File: src/rtl/armleocpu_ptw.sv
// armleocpu_ptw -- Sv32 hardware page-table walker (TLB refill engine).
//
// On a TLB miss the walker reads the root PTE and, when that PTE is a pointer,
// one more PTE from the next level, through a single-outstanding read port. A
// valid leaf is written into the TLB. A bad PTE or a bus error is reported as a
// fault instead, and a fault never writes the TLB.
//
// Ports
//   clk, rst_n                 clock, synchronous active-low reset
//   resolve_request            start a walk (sampled only when idle)
//   resolve_virtual_address    VPN {vpn1, vpn0}, latched on accept
//   satp_ppn                   root page-table PPN, latched on accept
//   resolve_done               one-cycle completion pulse
//   resolve_pagefault/accessfault  fault flags, valid with done
//   resolve_physical_address   leaf PPN (superpage leaves merge vpn0)
//   resolve_access_bits        leaf PTE[7:0] (DAGUXWRV)
//   mem_read/address/readdata/done/error   PTE read port
//   tlb_write, tlb_*_w         TLB refill write port
module armleocpu_ptw #(
    parameter bit CHECK_ACCESSED = 1'b1
) (
    input  logic        clk,
    input  logic        rst_n,
    input  logic        resolve_request,
    input  logic [19:0] resolve_virtual_address,
    input  logic [21:0] satp_ppn,
    output logic        resolve_done,
    output logic        resolve_pagefault,
    output logic        resolve_accessfault,
    output logic [21:0] resolve_physical_address,
    output logic [7:0]  resolve_access_bits,
    output logic        mem_read,
    output logic [33:0] mem_address,
    input  logic [31:0] mem_readdata,
    input  logic        mem_done,
    input  logic        mem_error,
    output logic        tlb_write,
    output logic [19:0] tlb_virtual_address_w,
    output logic [21:0] tlb_phys_w,
    output logic [7:0]  tlb_accesstag_w
);

    localparam logic [1:0] ST_IDLE = 2'd0;
    localparam logic [1:0] ST_READ = 2'd1;
    localparam logic [1:0] ST_DONE = 2'd2;

    logic [1:0]  state_q, state_d;
    logic        level_q, level_d;      // 1: root level, 0: second level
    logic [33:0] addr_q, addr_d;
    logic [19:0] vpn_q, vpn_d;
    logic        pf_q, pf_d;
    logic        af_q, af_d;
    logic [21:0] phys_q, phys_d;
    logic [7:0]  bits_q, bits_d;

    logic pte_v, pte_r, pte_w, pte_x, pte_a;
    assign pte_v = mem_readdata[0];
    assign pte_r = mem_readdata[1];
    assign pte_w = mem_readdata[2];
    assign pte_x = mem_readdata[3];
    assign pte_a = mem_readdata[6];

    // RSW bits carry no meaning for translation.
    logic unused_rsw;
    assign unused_rsw = ^mem_readdata[9:8];

    always_comb begin
        state_d = state_q;
        level_d = level_q;
        addr_d  = addr_q;
        vpn_d   = vpn_q;
        pf_d    = pf_q;
        af_d    = af_q;
        phys_d  = phys_q;
        bits_d  = bits_q;
        case (state_q)
            ST_IDLE: begin
                if (resolve_request) begin
                    vpn_d   = resolve_virtual_address;
                    level_d = 1'b1;
                    addr_d  = {satp_ppn, resolve_virtual_address[19:10], 2'b00};
                    pf_d    = 1'b0;
                    af_d    = 1'b0;
                    phys_d  = '0;
                    bits_d  = '0;
                    state_d = ST_READ;
                end
            end
            ST_READ: begin
                if (mem_done) begin
                    if (mem_error) begin
                        af_d    = 1'b1;
                        state_d = ST_DONE;
                    end else if (!pte_v || (!pte_r && pte_w)) begin
                        pf_d    = 1'b1;
                        state_d = ST_DONE;
                    end else if (pte_r || pte_x) begin
                        // Leaf: a root-level leaf must have ppn0 == 0.
                        if ((level_q && (mem_readdata[19:10] != 10'd0)) ||
                            (CHECK_ACCESSED && !pte_a)) begin
                            pf_d = 1'b1;
                        end else begin
                            phys_d = level_q ? {mem_readdata[31:20], vpn_q[9:0]}
                                             : mem_readdata[31:10];
                            bits_d = mem_readdata[7:0];
                        end
                        state_d = ST_DONE;
                    end else if (!level_q) begin
                        // Pointer at the last level has nowhere to go.
                        pf_d    = 1'b1;
                        state_d = ST_DONE;
                    end else begin
                        // Pointer: issue the second-level read straight away,
                        // mem_read stays high and the new address is a new request.
                        addr_d  = {mem_readdata[31:10], vpn_q[9:0], 2'b00};
                        level_d = 1'b0;
                    end
                end
            end
            ST_DONE: state_d = ST_IDLE;
            default: state_d = ST_IDLE;
        endcase
    end

    always_ff @(posedge clk) begin
        if (!rst_n) begin
            state_q <= ST_IDLE;
            level_q <= 1'b0;
            addr_q  <= '0;
            vpn_q   <= '0;
            pf_q    <= 1'b0;
            af_q    <= 1'b0;
            phys_q  <= '0;
            bits_q  <= '0;
        end else begin
            state_q <= state_d;
            level_q <= level_d;
            addr_q  <= addr_d;
            vpn_q   <= vpn_d;
            pf_q    <= pf_d;
            af_q    <= af_d;
            phys_q  <= phys_d;
            bits_q  <= bits_d;
        end
    end

    assign mem_read                 = (state_q == ST_READ);
    assign mem_address              = addr_q;
    assign resolve_done             = (state_q == ST_DONE);
    assign resolve_pagefault        = pf_q;
    assign resolve_accessfault      = af_q;
    assign resolve_physical_address = phys_q;
    assign resolve_access_bits      = bits_q;
    assign tlb_write                = (state_q == ST_DONE) && !pf_q && !af_q;
    assign tlb_virtual_address_w    = vpn_q;
    assign tlb_phys_w               = phys_q;
    assign tlb_accesstag_w          = bits_q;

endmodule

File: config.mk
export PLATFORM = sky130hd
export DESIGN_NAME = armleocpu_ptw
export DESIGN_NICKNAME = d
export VERILOG_FILES = /design/src/rtl/armleocpu_ptw.sv
export SDC_FILE = /design/constraint.sdc
export NUM_CORES = 1
export LEC_CHECK = 0
export ABC_AREA = 1
export BUFFER_PORTS_ARGS = -buffer_cell sky130_fd_sc_hd__buf_4
export CAP_MARGIN = 20
export CORE_MARGIN = 2
export CORE_UTILIZATION = 42
export CTS_CLUSTER_SIZE = 28
export DETAILED_ROUTE_END_ITERATION = 6
export PLACE_DENSITY = 0.77
export SKIP_CTS_REPAIR_TIMING = 1
export SYNTH_ARGS = -nofsm -noshare
export SYNTH_HDL_FRONTEND = slang
export SYNTH_SLANG_ARGS = --single-unit
File: constraint.sdc
create_clock -name clk -period 1.5 [get_ports clk]
set_input_delay 0.075 -clock clk [delete_from_list [all_inputs] [get_ports clk]]
set_output_delay 0.075 -clock clk [all_outputs]
set_load 0.01 [all_outputs]
==> run_summary.xml <==
<?xml version="1.0" encoding="UTF-8"?>
<metrics>
  <group name="outcome">
    <metric name="run_status" unit="">finished with violations</metric>
    <metric name="failing_checks" unit="">negative hold slack, negative setup slack</metric>
  </group>
  <group name="pwr">
    <metric name="powerDensity" unit="mW/mm²">1050</metric>
    <metric name="combinational_cell_fraction_of_total_power" unit="%">33.0</metric>
    <metric name="clock_power_share" unit="%">25.9</metric>
    <metric name="seqPwrFrac" unit="%">41.1</metric>
    <metric name="power_switching_share" unit="%">32.5</metric>
    <metric name="p_sw" unit="W">0.00213</metric>
    <metric name="cellInternalPower" unit="W">0.00441</metric>
    <metric name="max-vdd-ir-drop" unit="µV">515</metric>
    <metric name="power.static_leakage" unit="nW">3.05</metric>
  </group>
  <group name="critical_path">
    <metric name="worst-path-max-fanout" unit="">8</metric>
    <metric name="worstSetupEndpointType" unit="">flip-flop</metric>
    <metric name="setup.worst_path.class" unit="">reg -&gt; reg</metric>
    <metric name="data_required_time_of_the_critical_path" unit="ps">1700</metric>
    <metric name="worstRegToRegCells" unit="">10</metric>
    <metric name="arrival" unit="ps">1820</metric>
    <metric name="reg2reg_slack" unit="ps">-120</metric>
    <metric name="r2r_end" unit="">resolve_physical_address[7]</metric>
    <metric name="crit-reg2reg-launch" unit="">state_q[1]</metric>
    <metric name="cp-start-kind" unit="">flip-flop</metric>
  </group>
  <group name="die">
    <metric name="rows" unit="">35</metric>
    <metric name="floorplan_die_area" unit="mm²">0.0104</metric>
    <metric name="initial_core_util" unit="%">43.5</metric>
    <metric name="floorplan.core_area" unit="mm²">0.00928</metric>
    <metric name="num_io_pins" unit="">198</metric>
    <metric name="die_h" unit="µm">102</metric>
    <metric name="die-width" unit="µm">102</metric>
  </group>
  <group name="drt">
    <metric name="via_count" unit="">4490</metric>
    <metric name="firstDrtPassIters" unit="">5</metric>
    <metric name="wl" unit="µm">14100</metric>
    <metric name="drt-initial-drc-count" unit="">217</metric>
    <metric name="wire_per_inst" unit="µm">16.2</metric>
    <metric name="drc" unit="">0</metric>
    <metric name="avg_vias_per_cell" unit="">5.17</metric>
    <metric name="detail-route-antenna-nets" unit="">0</metric>
  </group>
  <group name="sta">
    <metric name="period_needed" unit="ps">1620</metric>
    <metric name="finalCritPeriodShare" unit="%">108</metric>
    <metric name="worst_pin_slew" unit="ps">915</metric>
    <metric name="final-setup-viol-count" unit="">49</metric>
    <metric name="setup-tns-final" unit="ps">-2540</metric>
    <metric name="finalHoldViolCount" unit="">5</metric>
    <metric name="timing.slew.headroom" unit="%">38.9</metric>
    <metric name="max_clock_freq" unit="MHz">618</metric>
    <metric name="worst_hold_slack" unit="ps">-18.8</metric>
    <metric name="report.final.slew_viol_count" unit="">0</metric>
    <metric name="setup_ws" unit="ps">-119</metric>
    <metric name="maximum_clock_skew_at_final_layout" unit="ps">11.4</metric>
    <metric name="grt_setup_unrepaired" unit="">true</metric>
  </group>
  <group name="hold_path">
    <metric name="worstHoldEndpoint" unit="">tlb_virtual_address_w[4]</metric>
    <metric name="hold_path_startpoint" unit="">resolve_virtual_address[4]</metric>
    <metric name="worst_hold_path_type" unit="">in -&gt; reg</metric>
    <metric name="whs_path_cells" unit="">3</metric>
  </group>
  <group name="grt">
    <metric name="grt_start_max_net_pins" unit="">43</metric>
    <metric name="grtUsageTotal" unit="%">22.8</metric>
    <metric name="grt_pass1_vias" unit="">3843</metric>
    <metric name="gr-total-overflow" unit="">0</metric>
    <metric name="global_route_wire_length_before_repair" unit="µm">18600</metric>
    <metric name="grt_antenna_before_repair" unit="">0</metric>
  </group>
  <group name="placement">
    <metric name="placed_area" unit="mm²">0.00543</metric>
    <metric name="half_perimeter_wire_length_after_placement" unit="µm">9230</metric>
    <metric name="io_buffer_count" unit="">193</metric>
    <metric name="place_congestion" unit="">0.877</metric>
    <metric name="post_placement_setup_slack" unit="ps">-16.6</metric>
  </group>
  <group name="yosys">
    <metric name="yosys_warnings" unit="">0</metric>
    <metric name="ys_types" unit="">28</metric>
    <metric name="post_synth_inst_count" unit="">558</metric>
    <metric name="synth.area.top_cells" unit="">sky130_fd_sc_hd__dfxtp_1 (43%), sky130_fd_sc_hd__nand2_1 (10%), sky130_fd_sc_hd__nor2_1 (7.1%), sky130_fd_sc_hd__o21ai_0 (6.8%), sky130_fd_sc_hd__a21oi_1 (6.2%)</metric>
    <metric name="synth-seq-area-share" unit="%">43.1</metric>
    <metric name="synth.avg_cell_area" unit="µm²">7.24</metric>
    <metric name="netlist.top_cell.by_area" unit="">sky130_fd_sc_hd__dfxtp_1</metric>
    <metric name="synthesis.area" unit="mm²">0.00404</metric>
    <metric name="synth_top_area_share" unit="%">43.1</metric>
    <metric name="postSynthRegisterBits" unit="">87</metric>
  </group>
  <group name="finish">
    <metric name="layout_cells_sized_above_1" unit="%">43.2</metric>
    <metric name="layout.cells.most_common_list" unit="">sky130_fd_sc_hd__buf_4 (208), sky130_fd_sc_hd__dfxtp_1 (85), sky130_fd_sc_hd__nand2_1 (83)</metric>
    <metric name="finish.net_count" unit="">814</metric>
    <metric name="layout_commonest_cell" unit="">sky130_fd_sc_hd__buf_4</metric>
    <metric name="areaGrowthSynthToFinish" unit="%">54.5</metric>
    <metric name="layout.filler_cells" unit="">774</metric>
    <metric name="design_area" unit="mm²">0.00625</metric>
    <metric name="n_antenna_cell" unit="">0</metric>
  </group>
  <group name="clock_tree">
    <metric name="cts.root.buffer_cell" unit="">sky130_fd_sc_hd__clkbuf_8</metric>
    <metric name="cts_inserted_buffers" unit="">9</metric>
    <metric name="htree_num_levels" unit="">3</metric>
    <metric name="clk_transition_reported_paths" unit="ps">90</metric>
    <metric name="clk-insertion-delay-late" unit="ps">350</metric>
    <metric name="cts_tree" unit="">done</metric>
    <metric name="clk_path_buf_depth" unit="">2</metric>
    <metric name="total_clock_sinks" unit="">87</metric>
  </group>
  <group name="job">
    <metric name="max_cap_violations" unit="">0</metric>
  </group>
</metrics>
cells by family (layout without fill, tap and decap cells):
kind of cell / Yosys count / in the layout / share of synthesized area (%)
flip-flops: 87 / 87 / 43.1
AND/OR/NAND/NOR: 236 / 237 / 25.0
AO/OA/AOI/OAI: 126 / 126 / 18.0
other: 1 / 2 / 0.0928
buffers and inverters: 108 / 288 / 13.9
stage by stage:
| step | util, % | hold slack (ps) | total power, W | cells |
|---|---|---|---|---|
| after floorplan | - | 235 | 0.00364 | 559 |
| after global placement | 58.5 | 326 | 0.00438 | 830 |
| after detailed placement | 58.5 | 342 | 0.00443 | 830 |
| after CTS | 60.7 | -26.7 | 0.00610 | 846 |
| after global routing | 67.3 | 3.02 | 0.00683 | 869 |
| final | 67.3 | -18.8 | 0.00654 | 869 |
cell usage after synthesis:
| master | count |
|---|---|
| sky130_fd_sc_hd__a21boi_0 | 1 |
| sky130_fd_sc_hd__o211a_1 | 16 |
| sky130_fd_sc_hd__nor2_1 | 76 |
| sky130_fd_sc_hd__nand3_1 | 20 |
| sky130_fd_sc_hd__conb_1 | 1 |
| sky130_fd_sc_hd__and2_1 | 1 |
| sky130_fd_sc_hd__nand2_1 | 111 |
| sky130_fd_sc_hd__o21ai_0 | 55 |
| sky130_fd_sc_hd__buf_4 | 32 |
| sky130_fd_sc_hd__nand2_4 | 2 |
| sky130_fd_sc_hd__o21bai_1 | 1 |
| sky130_fd_sc_hd__o21ai_2 | 1 |
| sky130_fd_sc_hd__buf_6 | 3 |
| sky130_fd_sc_hd__a21oi_2 | 1 |
| sky130_fd_sc_hd__inv_1 | 34 |
| sky130_fd_sc_hd__nor4_1 | 1 |
| sky130_fd_sc_hd__nand4_1 | 21 |
| sky130_fd_sc_hd__o211ai_1 | 1 |
| sky130_fd_sc_hd__a21oi_1 | 50 |
| sky130_fd_sc_hd__nand3_4 | 1 |
| sky130_fd_sc_hd__dfxtp_1 | 87 |
| sky130_fd_sc_hd__nand2_2 | 1 |
| sky130_fd_sc_hd__nor2_4 | 1 |
| sky130_fd_sc_hd__clkbuf_1 | 22 |
| sky130_fd_sc_hd__buf_2 | 11 |
| sky130_fd_sc_hd__nor2_2 | 1 |
| sky130_fd_sc_hd__buf_1 | 2 |
| sky130_fd_sc_hd__inv_2 | 4 |
area by class of cell:
| type | count | area (µm²) | area share [%] |
|---|---|---|---|
| timing repair buffer | 234 | 1970 | 31.6 |
| tap | 129 | 161 | 2.58 |
| clock buffer | 10 | 138 | 2.20 |
| inverter | 38 | 163 | 2.60 |
| multi-input combinational | 365 | 2000 | 32.0 |
| sequential | 87 | 1740 | 27.9 |
| clock inverter | 6 | 67.6 | 1.08 |
registers in the layout (all words and copies together), names as in the netlist:
name and count:
mem_address 32, resolve_access_bits 8, tlb_virtual_address_w 20, resolve_accessfault 1, resolve_physical_address 22, level_q 1
resolve_pagefault 1, state_q 2
routing by layer:
metal  part of all wire, %  global-route usage (%)  up-vias
met5                     0                       0        -
met4                   3.2                    10.9        0
met3                   6.3                    2.87       36
met2                    50                    38.0      202
met1                    40                    29.3     2105
li1                      -                       -     2147
how the worst max path moves through the flow:
stage                     startpoint                           to  depth (start not counted)
after global placement    state_q[1]              mem_address[29]                         11
after global routing      state_q[1]  resolve_physical_address[7]                          8
after CTS                 state_q[1]  resolve_physical_address[6]                         11
final                     state_q[1]  resolve_physical_address[7]                         10
after detailed placement  state_q[1]  resolve_physical_address[6]                         11
after floorplan           state_q[0]              mem_address[16]                         10
worst max-delay path: stages (launching register included):
cell	delay, ps
sky130_fd_sc_hd__dfxtp_2	360
sky130_fd_sc_hd__inv_4	50
sky130_fd_sc_hd__nand2_4	100
sky130_fd_sc_hd__inv_6	50
sky130_fd_sc_hd__nand2_4	70
sky130_fd_sc_hd__nand2_4	60
sky130_fd_sc_hd__nor2_4	200
sky130_fd_sc_hd__nand3_4	220
sky130_fd_sc_hd__clkbuf_16	240
sky130_fd_sc_hd__nand2_2	60
sky130_fd_sc_hd__a21oi_1	60
power groups by stage:
stage	clock network (W)	registers [W]	logic [W]
after floorplan	0	0.00281	0.000827
after global placement	0	0.00272	0.00166
final	0.00169	0.00269	0.00216
after CTS	0.00172	0.00268	0.00171
after global routing	0.00181	0.00271	0.00231
after detailed placement	0	0.00273	0.00170
Power figures use the tool's default switching activity.
